$ cat config.mk
export PLATFORM = sky130hd
export DESIGN_NAME = mux_32to1
export DESIGN_NICKNAME = d
export VERILOG_FILES = /design/src/rtl/mux_32to1_pkg.sv /design/src/rtl/mux_32to1_register.sv /design/src/rtl/mux_32to1.sv
export SDC_FILE = /design/constraint.sdc
export NUM_CORES = 1
export LEC_CHECK = 0
export CORE_MARGIN = 10
export CORE_UTILIZATION = 25
export CTS_CLUSTER_SIZE = 14
export DETAILED_ROUTE_END_ITERATION = 12
export DONT_BUFFER_PORTS = 1
export PLACE_DENSITY_LB_ADDON = 0.2
export SLEW_MARGIN = 25
export SYNTH_ARGS = -nofsm -noshare
export SYNTH_HDL_FRONTEND = slang
export SYNTH_SLANG_ARGS = --single-unit
$ cat constraint.sdc
create_clock -name clock -period 5.35 [get_ports clock]
set_input_delay 1.07 -clock clock [delete_from_list [all_inputs] [get_ports clock]]
set_output_delay 1.07 -clock clock [all_outputs]
set_load 0.02 [all_outputs]
$ cat src/rtl/mux_32to1_pkg.sv
// Shared constants and data-word type for the 32-entry register file with 32:1 read mux.
// Optional output register is controlled by the MUX_OUT_REG_EN macro in mux_32to1.
package mux_32to1_pkg;

    localparam int DATA_W   = 32;
    localparam int NUM_REGS = 32;
    localparam int SEL_W    = 5;

    typedef logic [DATA_W-1:0] data_t;

endpackage

$ cat src/rtl/mux_32to1_register.sv
// Single WIDTH-bit storage register: async clear to 0, loads d when enable is high.
// Latency: q updates on the rising edge after enable; no backpressure (always accepts).
// Backpressure: none.
module register #(
    parameter int WIDTH = 32
) (
    input  logic             clock,
    input  logic             reset_n,
    input  logic             enable,
    input  logic [WIDTH-1:0] d,
    output logic [WIDTH-1:0] q
);

    always_ff @(posedge clock or negedge reset_n) begin
        if (!reset_n) begin
            q <= '0;
        end else if (enable) begin
            q <= d;
        end
    end

endmodule

$ cat src/rtl/mux_32to1.sv
// 32-entry register file with write decode and 32:1 read mux; optional output register (MUX_OUT_REG_EN).
// Latency: write visible after the edge; read 0 cycles (1 cycle with MUX_OUT_REG_EN).
// Backpressure: none; every write and read is accepted every cycle.
module mux_32to1
    import mux_32to1_pkg::*;
#(
    parameter int WIDTH = DATA_W,
    parameter int DEPTH = NUM_REGS
) (
    input  logic             clock,
    input  logic             reset_n,
    input  logic             wr_en,
    input  logic [SEL_W-1:0] wr_sel,
    input  logic [WIDTH-1:0] data_in,
    input  logic [SEL_W-1:0] select,
    output logic [WIDTH-1:0] data_out
);

    logic [DEPTH-1:0] reg_en;
    logic [WIDTH-1:0] reg_q [DEPTH];
    logic [WIDTH-1:0] mux_dat;

    // One-hot write decode: exactly one register loads when wr_en is high.
    always_comb begin
        reg_en = '0;
        if (wr_en) begin
            reg_en[wr_sel] = 1'b1;
        end
    end

    for (genvar i = 0; i < DEPTH; i++) begin : g_regs
        register #(
            .WIDTH (WIDTH)
        ) u_register (
            .clock   (clock),
            .reset_n (reset_n),
            .enable  (reg_en[i]),
            .d       (data_in),
            .q       (reg_q[i])
        );
    end

    // All 32 select codes address a real register, so there is no default gap.
    always_comb begin
        mux_dat = reg_q[select];
    end

`ifdef MUX_OUT_REG_EN
    always_ff @(posedge clock or negedge reset_n) begin
        if (!reset_n) begin
            data_out <= '0;
        end else begin
            data_out <= mux_dat;
        end
    end
`else
    assign data_out = mux_dat;
`endif

endmodule

After elaboration in Yosys (flattened, before gate mapping)
Cells that the tools add are included.
Storage, ports and cells
  flip-flop bits (word level): 1024
  input port bits: 45
  output and inout bits: 32
Cells by class
  magnitude comparators: 3
  mux-type cells: 6
  bitwise gates (word level): 1
  reduce and logical (&&, ||, !) cells: 1
Operator list (count)
  $bmux 32 s5: 1
  $mux 32: 3
  $ge 6x6->1 const B: 1
  $lt 5x6->1 const B: 1
  $not 5->6: 1
  $demux 1 s5: 1
  $ge 5x1->1 const B: 1
  $logic_and 1x1->1: 1
  $mux 1: 1

Logic depth before layout (Yosys ltp)
Gate-level depths: netlist (run 1).
  depth in word-level cells: 5
  gate-level depth with buffers: 8
  mapped depth without buffers: 5

Hierarchy
From an unflattened synthesis (run 1), not the netlist that was laid out.
Second synthesis, totals
  cells, all modules: 3380
  area total of the unflattened synthesis: 52167.5 sq um
By module, submodules not included
  register: instances 32, cells each 68, area each 1345.0 sq um
  mux_32to1: instances 1, cells each 1204, area each 9126.3 sq um

Worst setup path before layout (run 1)
Ideal clock, no wire load.
  path type: input-to-output
  start: input select[1]
  end: output data_out[13]
  arrival: 2380 ps
  required time: 4280 ps
  setup slack: 1900 ps
  stages: 8
  buffers on the path: 4
  cells stage by stage: buf_2 > buf_4 > buf_2 > buf_2 > mux2i_1 > nand2_1 > a31oi_1 > nand3_1
On the way
  longest elaborated chain between the ends: 4
Ends and longest elaborated chain
  start: declaration: line mux_32to1.sv:15  | input logic [SEL_W-1:0] select,
  $not 5->6 (implied by the code): line mux_32to1.sv:45  | mux_dat = reg_q[select];
  $bmux 32 s5: line mux_32to1.sv:45
  $mux 32 (implied by the code) (2 in series): line mux_32to1.sv:45
  end: declaration: line mux_32to1.sv:16  | output logic [WIDTH-1:0] data_out
No other way between the ends. The select of a mux whose other input is x is not followed.

Worst setup path in the final report (run 1)
  start: input select[1]
  end: output data_out[9]
The elaborated chain is that of the path after synthesis.

==> results.md, run 1 <==
Detailed routing:
- The overall routed net length is 149 mm.
- The via density per instance is approximately 4.7.
- The count of TritonRoute iterations in the first routing pass is 5.
- The average detailed-routed wire length per instance is 25.3 um.
- The met3 routed wirelength is 4.42 mm.
- The detail route stage leaves a number of antenna-violating nets equal to 0.
- For this block, the via count after detailed routing is about 28,000.
- The wire length on met2 is 70.6 mm.
- The first routing iteration left about 1,400 violations.
- The uppermost signal routing layer after detailed routing is met4.
- The final routed DRC violation total is 0.
- The sum of routed wire segments on met1 is 70.1 mm.

Clock tree:
- Counting along the longest clock path gives a buffer depth of 3.
- The number of gates resized after CTS was 0.
- The clock root buffer is sky130_fd_sc_hd__clkbuf_16.
- The H-tree depth reported by CTS is 3.
- Counting the buffers created by CTS gives around 110.
- Clock-pin slew was measured on the worst setup and hold paths at 0.06 ns.
- The number of clock sinks is 1,024.
- The clock network latency to the later pin of the worst-skew pair is ~0.74 ns.
- The TritonCTS clock tree is built.

Global routing:
- The first global-routing pass estimated about 220 mm of wire.
- The aggregate global routing overflow is 0.
- The number of antenna violations at the first check in global routing is 4.
- The number of global-route vias before repair is 29,200.
- The maximum number of pins on one net before global-route repair is 163.
- Global routing consumed, over all layers together, 14.0% of the routing resources.

Place:
- Counting tap cells, the placed design contains a total of 5,693 instances.
- In this run the tool buffered the top-level ports with 0 buffer cells.
- The minimum setup slack after placement is about 0.55 ns.
- The placer's final routability congestion estimate is between 0.6 and 0.7.
- The detailed placer's ending HPWL is ~82 mm.

Timing:
- At the pin with the least slew margin, the transition time is about 1.1 ns.
- The final number of max-transition violations is 0.
- The final number of hold-violating endpoints is 0.
- The clock period could shrink to roughly 4.9 ns.
- The worst clock skew on the final layout is 0 ns.
- Setup repair after global routing left no endpoint under its margin.
- The worst pin sits at a relative slew slack of 25.7%.
- The maximum operating frequency is 205 MHz.
- The post-route worst setup slack is around 0.48 ns.
- Of the available clock period, the critical path in the final layout requires 91.1%.
- In the final timing run, aggregate negative setup slack is 0 ns.
- The number of endpoints failing setup at the final stage is 0.

Synthesis:
- The number of distinct library cells after synthesis is 28.
- The net count after synthesis is around 3,500.
- The number of flops mapped to enable cells by yosys is 0.
- The register bit total from synthesis is about 1,000.
- After synthesis, flip-flops and latches occupy a little over half of the total area.
- By area the synthesized netlist is led by sky130_fd_sc_hd__dfrtp_1 54%, sky130_fd_sc_hd__mux2_2 23%, sky130_fd_sc_hd__mux2i_1 11%.
- The mapped netlist covers about 47,000 um2.
- The proportion of synthesized flip-flops having asynchronous set or reset is 100%.
- The cell count after synthesis is 3,447.
- Among all cell types in the netlist, the one instantiated most often is sky130_fd_sc_hd__dfrtp_1.
- The synthesized area per cell is between 10 and 15 um2.
- The number of synthesis warnings is 0.
- The share of the synthesized area in the top cell type is roughly 54%.
- By count the netlist is led by 1,024 x sky130_fd_sc_hd__dfrtp_1, 987 x sky130_fd_sc_hd__mux2_2, 512 x sky130_fd_sc_hd__mux2i_1, 145 x sky130_fd_sc_hd__clkbuf_1, 114 x sky130_fd_sc_hd__nand2_1.
- The most used flip-flop cell after synthesis is sky130_fd_sc_hd__dfrtp_1.
- The largest area contributor in the netlist is sky130_fd_sc_hd__dfrtp_1.

Floorplan:
- The vertical die dimension is ~460 um.
- The placeable core region is roughly 190,000 um2.
- Once the floorplan was initialized, standard cells occupied about 25% of the core.
- The die outline area is between 200,000 and 250,000 um2.
- Measured along the x axis, the die boundary spans 456 um.
- The row count is between 150 and 200.
- The count of boundary I/O pins is between 70 and 80.

Critical path:
- The most used cell along the critical path is sky130_fd_sc_hd__buf_16.
- The highest net fanout along the worst path is 113.
- The required time at the worst-slack endpoint is between 4 and 5 ns.
- The nature of the critical path endpoint is an output pin.
- Traced cell by cell, the critical path runs through buf_16, buf_16, mux2i_1, a22o_1, nor3_1, a31oi_1, nand3_1.
- The worst endpoint data arrival time is 3.80 ns.
- The type of the worst setup path is primary input to output pin.
- The kind of start point of the critical path is a primary input.
- The largest single stage delay on the critical path is approximately 0.55 ns.
- Among all stages on the critical path, the largest delay is contributed by sky130_fd_sc_hd__buf_16.

Pwr:
- The largest voltage drop on the vdd net is 0.000266 V.
- Power spread over the standard cell area amounts to between 300 and 400 nW/um2.
- The leakage power of the design is between 20 and 25 nW.

Cells and area:
- The register with the most flip-flops in the layout has around 1,000 of them.
- Cells with a size suffix above 1 make up a little under two fifths of the layout.
- Relative to the synthesized area, the layout overhead comes to 12.8%.
- The number of standard cells in the final layout excluding fillers is 5,900.
- The final layout net count is 3,357.
- Ranked by flip-flop count, first place goes to g_regs.u_register.q.
- The filler cells instantiated in the layout total around 19,000.
- The largest registers in the layout are g_regs.u_register.q: 1024 flops.

Hold path:
- The type of the tightest min-delay check is primary input to asynchronous set/reset pin.

Run:
- The tool flagged a number of max-cap violations equal to 0.

Status:
- The run finished with clean final reports.
logic make-up after synthesis:
family | synth area share [%]
buffers and inverters | 3.86
muxes | 35.1
DFF | 54.0
and+or+nand+nor | 2.98
AOI/OAI and AO/OA | 4.13
final timing paths:
| kind | startpoint | end | slack (ns) | cells past startpoint |
|---|---|---|---|---|
| max | select[1] | data_out[9] | 0.48 | 7 |
| min | reset_n | g_regs[10].u_register.q[10] | 0.17 | 1 |
| max reg2reg | g_regs[12].u_register.q[26] | g_regs[12].u_register.q[26] | 4.57 | 1 |
| min reg2reg | g_regs[13].u_register.q[19] | g_regs[13].u_register.q[19] | 0.48 | 1 |
| max in group asynchronous | reset_n | g_regs[2].u_register.q[18] | 2.21 | 5 |
| min in group clock | g_regs[13].u_register.q[19] | g_regs[13].u_register.q[19] | 0.48 | 1 |
repair_timing:
action                                 CTS  global route
endpoints found under the hold margin   26             0
hold buffers                             1             0
setup buffers                            0             0
through the flow:
stage               util (%)  total power (W)  hold WS, ns  area, um2
floorplan                  -           0.0123        0.457      47500
global placement        26.3           0.0130        0.467      49600
detailed placement      26.5           0.0132        0.474      49900
CTS                     28.4           0.0212       0.0977      53600
global route            28.4           0.0219        0.115      53600
finish                  28.4           0.0208        0.167      53600
cell usage in the layout, fill, tap and decap left out, types with 6 or more instances in the layout:
master / instances
sky130_fd_sc_hd__clkinv_2: 20
sky130_fd_sc_hd__nand2_2: 10
sky130_fd_sc_hd__buf_4: 42
sky130_fd_sc_hd__clkbuf_16: 114
sky130_fd_sc_hd__nand3_1: 98
sky130_fd_sc_hd__a22oi_1: 96
sky130_fd_sc_hd__a22o_1: 64
sky130_fd_sc_hd__nand2_1: 97
sky130_fd_sc_hd__buf_12: 12
sky130_fd_sc_hd__mux2_1: 37
sky130_fd_sc_hd__nor2_4: 17
sky130_fd_sc_hd__dfrtp_1: 1024
sky130_fd_sc_hd__a21oi_1: 96
sky130_fd_sc_hd__nand2_4: 6
sky130_fd_sc_hd__nor3_1: 33
sky130_fd_sc_hd__clkbuf_8: 31
sky130_fd_sc_hd__mux2_2: 987
sky130_fd_sc_hd__a31oi_1: 32
sky130_fd_sc_hd__buf_16: 16
sky130_fd_sc_hd__clkbuf_1: 28
sky130_fd_sc_hd__mux2i_1: 512
worst max-delay path, delay by kind of cell:
kind | cells | cell delay (ns)
buffers and inverters | 2 | 1.07
muxes | 1 | 0.27
and+or+nand+nor | 2 | 0.43
AOI/OAI and AO/OA | 2 | 0.62
layer usage:
| metal | GRT usage (%) | vias up |
|---|---|---|
| met5 | 0 | - |
| met4 | 4.18 | 0 |
| met3 | 2.12 | 190 |
| met2 | 23.0 | 346 |
| met1 | 18.8 | 15100 |
| li1 | - | 12300 |
cell type report:
type | count | area, um2 | area share, %
sequential | 1024 | 25600 | 47.8
tap | 2495 | 3120 | 5.83
clock inverter | 29 | 292 | 0.544
antenna | 4 | 10.0 | 0.0187
timing repair buffer | 70 | 996 | 1.86
multi-input combinational | 2105 | 20200 | 37.6
clock buffer | 173 | 3380 | 6.32
where the power goes:
| part | internal, W | switching [W] | total (W) |
|---|---|---|---|
| Combinational | 0.00168 | 0.00133 | 0.00301 |
| Sequential | 0.00925 | 0.000711 | 0.00996 |
| Clock | 0.00456 | 0.00331 | 0.00787 |
| Total | 0.0155 | 0.00535 | 0.0208 |
Power figures use the tool's default switching activity.
==> run 2: changes to the inputs <==
--- a/config.mk
+++ b/config.mk
@@ -5,6 +5,9 @@
 export SDC_FILE = /design/constraint.sdc
 export NUM_CORES = 1
 export LEC_CHECK = 0
+export ABC_AREA = 1
+export CELL_PAD_IN_SITES_DETAIL_PLACEMENT = 0
+export CELL_PAD_IN_SITES_GLOBAL_PLACEMENT = 1
 export CORE_MARGIN = 10
 export CORE_UTILIZATION = 25
 export CTS_CLUSTER_SIZE = 14
==> constraint.sdc (replaced) <==
create_clock -name clock -period 4.3 [get_ports clock]
set_input_delay 0.86 -clock clock [delete_from_list [all_inputs] [get_ports clock]]
set_output_delay 0.86 -clock clock [all_outputs]
set_load 0.02 [all_outputs]
==> results.md, run 2 <==
Timing:
- Measured against its own limit, the worst slew margin works out to ~30%.
- The final number of max-transition violations was 0.
- The worst clock skew on the final layout is 0 ns.
- For the final routed database, the setup TNS stands at 0 ns.
- The routed design could run at a clock period as short as around 3.8 ns.
- For the pin with the worst max-slew slack, the measured transition is around 1.1 ns.
- The maximum operating frequency is 264 MHz.
- The final worst-path cycle share is around 90%.
- The number of endpoints failing setup at the final stage is 0.
- The final number of hold-violating endpoints is 0.
- Setup repair after global routing left no endpoint under its margin.

Synthesis:
- The cell with the most instances after synthesis is sky130_fd_sc_hd__nand2_1.
- The largest total area in the synthesized netlist belongs to sky130_fd_sc_hd__dfrtp_1.
- The cell area after synthesis is around 46,000 um2.
- The number of flops mapped to enable cells by yosys is 0.
- The number of synthesis warnings is 0.
- In this run the biggest area consumer among cell types represents a little under three fifths of the synthesized area.
- The net count after synthesis is approximately 6,000.
- Ranked by total cell area, the synthesized netlist is headed by sky130_fd_sc_hd__dfrtp_1 55%, sky130_fd_sc_hd__nand2_1 19%, sky130_fd_sc_hd__o21ai_0 8.7%.
- Synthesis inferred approximately 1,000 register bits.
- The proportion of synthesized flip-flops having asynchronous set or reset is 100%.
- The commonest cells after synthesis are 2,321 x sky130_fd_sc_hd__nand2_1, 1,024 x sky130_fd_sc_hd__dfrtp_1, 811 x sky130_fd_sc_hd__o21ai_0, 768 x sky130_fd_sc_hd__nand3_1, 385 x sky130_fd_sc_hd__clkbuf_1.
- After technology mapping, the gate count stands at 5,878.
- Synthesis instantiated 19 different standard cells from the library.
- The sequential share of the synthesized area is about 55%.
- Among all flip-flop cells after synthesis, the most frequent one is sky130_fd_sc_hd__dfrtp_1.
- Averaged over all synthesized cells, the footprint is approximately 7.9 um2.

Cells and area:
- Ranked by flip-flop count, first place goes to g_regs.u_register.q.
- The area of all placed cells without fillers is approximately 53,000 um2.
- The final layout net count is between 5,000 and 6,000.
- Leaving out fill and tap cells, the most frequent cells in the layout are 2,304 x sky130_fd_sc_hd__nand2_1, 1,024 x sky130_fd_sc_hd__dfrtp_1, 811 x sky130_fd_sc_hd__o21ai_0.
- The post-route netlist has approximately 6.5% of its cells at a drive strength greater than 1.
- In the final layout, the registers with the most flip-flops are g_regs.u_register.q: 1024 flops.
- The layout-stage area growth over the synthesis result is 14.4%.
- The library cell used most frequently in the layout, excluding fill and tap cells, is sky130_fd_sc_hd__nand2_1.
- The number of flip-flops under the largest register name is 1,024.

Clock tree:
- In this run, CTS created clock tree buffers numbering 115.
- The number of buffers on the longest clock path is 3.
- The H-tree depth reported by CTS is 3.
- The count of instances resized after the clock tree is built is 0.
- In this run the post-CTS setup repair buffer count came out at 0.
- The total of hold buffers inserted after clock tree synthesis is 1.
- The clock net in this run drives a total of around 1,000 sinks.
- The clock reaches the later pin of the worst-skew pair after 0.74 ns.
- The root buffer cell chosen for the clock tree is sky130_fd_sc_hd__clkbuf_16.
- The clock-pin slew of the registers on the worst-case setup and hold paths is around 0.060 ns.
- TritonCTS built the clock tree.

Critical path:
- The nature of the critical path endpoint is an output pin.
- The cell class contributing the biggest share of worst-path delay is simple AND/OR/NAND/NOR gates.
- Traced cell by cell, the critical path runs through inv_8, buf_12, nand3_1, nand3_1, nand2_1, nand2_1, nand2_1, nand2_1, nand2_1.
- The slowest cell on the critical path is sky130_fd_sc_hd__inv_8.
- The type of the worst setup path is primary input to output pin.
- For the worst flop-to-flop path, the logic depth is 2.
- The largest single stage delay on the critical path is approximately 0.46 ns.
- Counting stages on the worst path, the most repeated cell is sky130_fd_sc_hd__nand2_1.
- In this run the number of cells on the critical path is 9.
- At the worst endpoint, the arrival time is between 2 and 3 ns.
- Together, buffers and inverters on the worst path number 2.
- STA puts the critical path data required time at ~3.4 ns.
- The kind of start point of the critical path is a primary input.
- The highest net fanout along the worst path is roughly 260.

Detailed routing:
- In the routed design, unresolved DRC markers number 0.
- Once detail routing completed, the nets flagged for antenna violations numbered 0.
- The count of TritonRoute iterations in the first routing pass is 5.
- Dividing the detail-routed wire length by the instance count gives between 20 and 25 um.
- Summing over every cut layer, the via total after detailed routing is 38,600.
- Using the TritonRoute via totals, the vias-per-cell ratio works out to approximately 4.7.
- The DRC marker count from the first detailed-route iteration is between 3,000 and 4,000.
- Wires add up to between 150 and 200 mm.

Floorplan:
- The die is ~450 um tall.
- After floorplanning, the core was divided into ~160 placement rows.
- The die outline area is just over 200,000 um2.
- The horizontal extent of the die is 451 um.
- The count of boundary I/O pins is 77.
- The initial core utilization is about a quarter.
- The core region is between 150,000 and 200,000 um2.

Global routing:
- The overall global routing resource usage is approximately 18%.
- The wire length of the first global-routing pass is about 270 mm.
- The maximum number of pins on one net before global-route repair is 514.
- After global routing the overflow that remains totals 0.
- The number of antenna violations at the first check in global routing is 8.
- The number of global-route vias before repair is around 38,000.

Pwr:
- The largest voltage drop on the vdd net is between 0.0003 and 0.0004 V.
- The power density over cell area is between 500 and 600 nW/um2.
- Summed over all cells, the static leakage comes to 24.6 nW.

Hold path:
- The min-delay analysis places its worst path in the category primary input to asynchronous set/reset pin.

Place:
- The wire-length estimate of the detail-placed layout is approximately 93 mm.
- The placement-stage cell area is 49,000 um2.
- The placer's final routability congestion estimate is just over 0.7.
- Input and output buffers added on the ports amount to 0.

Run:
- The number of max-cap violations is 0.

Status:
- The flow ran to the end, and the final reports show no timing, DRC or antenna violations.
run 2: cell count changes after synthesis, sizes merged, moves of 52 or more:
| cell | delta |
|---|---|
| a21oi | +64 |
| a22o | -64 |
| a22oi | -96 |
| buf | -52 |
| clkbuf | +240 |
| mux2 | -1024 |
| mux2i | -512 |
| nand2 | +2217 |
| nand3 | +670 |
| nor2 | +147 |
| o21ai | +864 |
run 2: where the power goes:
part	switching, W	total, W	internal, W
Sequential	0.000949	0.0124	0.0115
Clock	0.00435	0.0107	0.00636
Combinational	0.00225	0.00370	0.00145
run 2: metrics by stage:
stage          setup WS, ns  hold slack, ns  utilization, %  cells  power, W
2_1_floorplan          1.32           0.453               -   5878    0.0152
3_3_place_gp          0.664           0.466            26.4   7944    0.0163
3_5_place_dp          0.501           0.473            26.5   7949    0.0164
4_1_cts               0.701          0.0579            28.7   8167    0.0272
5_1_grt               0.634           0.109            28.7   8168    0.0284
6_report              0.516          0.0555            28.7   8168    0.0269
run 2: layer usage:
| metal | track usage [%] | vias up | wire length (um) |
|---|---|---|---|
| li1 | - | 18600 | - |
| met1 | 23.5 | 19200 | 84100 |
| met2 | 30.4 | 655 | 87700 |
| met3 | 1.68 | 203 | 5660 |
| met4 | 4.27 | 0 | 4010 |
| met5 | 0 | - | 0 |
run 2: path summary, 6_finish.rpt:
| path | start | end | slack [ns] |
|---|---|---|---|
| worst min-delay path | reset_n | g_regs[22].u_register.q[9] | 0.06 |
| min in group clock | data_in[31] | g_regs[29].u_register.q[31] | 0.42 |
| worst min register to register | g_regs[5].u_register.q[28] | g_regs[5].u_register.q[28] | 0.48 |
| max in group asynchronous | reset_n | g_regs[10].u_register.q[15] | 1.41 |
| worst max-delay path | select[1] | data_out[29] | 0.52 |
| worst max register to register | g_regs[16].u_register.q[10] | g_regs[16].u_register.q[10] | 3.55 |
run 2: final cells by class:
type | instances | area, um2
diodes | 1 | 2.50
clock buffers | 171 | 3480
clock inverters | 46 | 599
fillers | 20200 | 132000
inverters | 48 | 203
multi-input cells | 4300 | 18800
flip-flops and latches | 1024 | 25600
well taps | 2480 | 3100
repair buffers | 98 | 1300
run 2: cell families (layout without fill, tap and decap cells):
kind of cell / count (synthesis) / count (layout) / share of synthesized area (%)
DFF: 1024 / 1024 / 55.2
other: 0 / 1 / 0
AOI/OAI and AO/OA: 1024 / 1024 / 11.0
and+or+nand+nor: 3276 / 3276 / 28.9
buffers and inverters: 554 / 363 / 4.79
run 2: worst register-to-register path: stages, from the launching register on:
cell                      delay [ns]
sky130_fd_sc_hd__dfrtp_1        0.40
sky130_fd_sc_hd__nand2_1        0.07
sky130_fd_sc_hd__o21ai_0        0.12
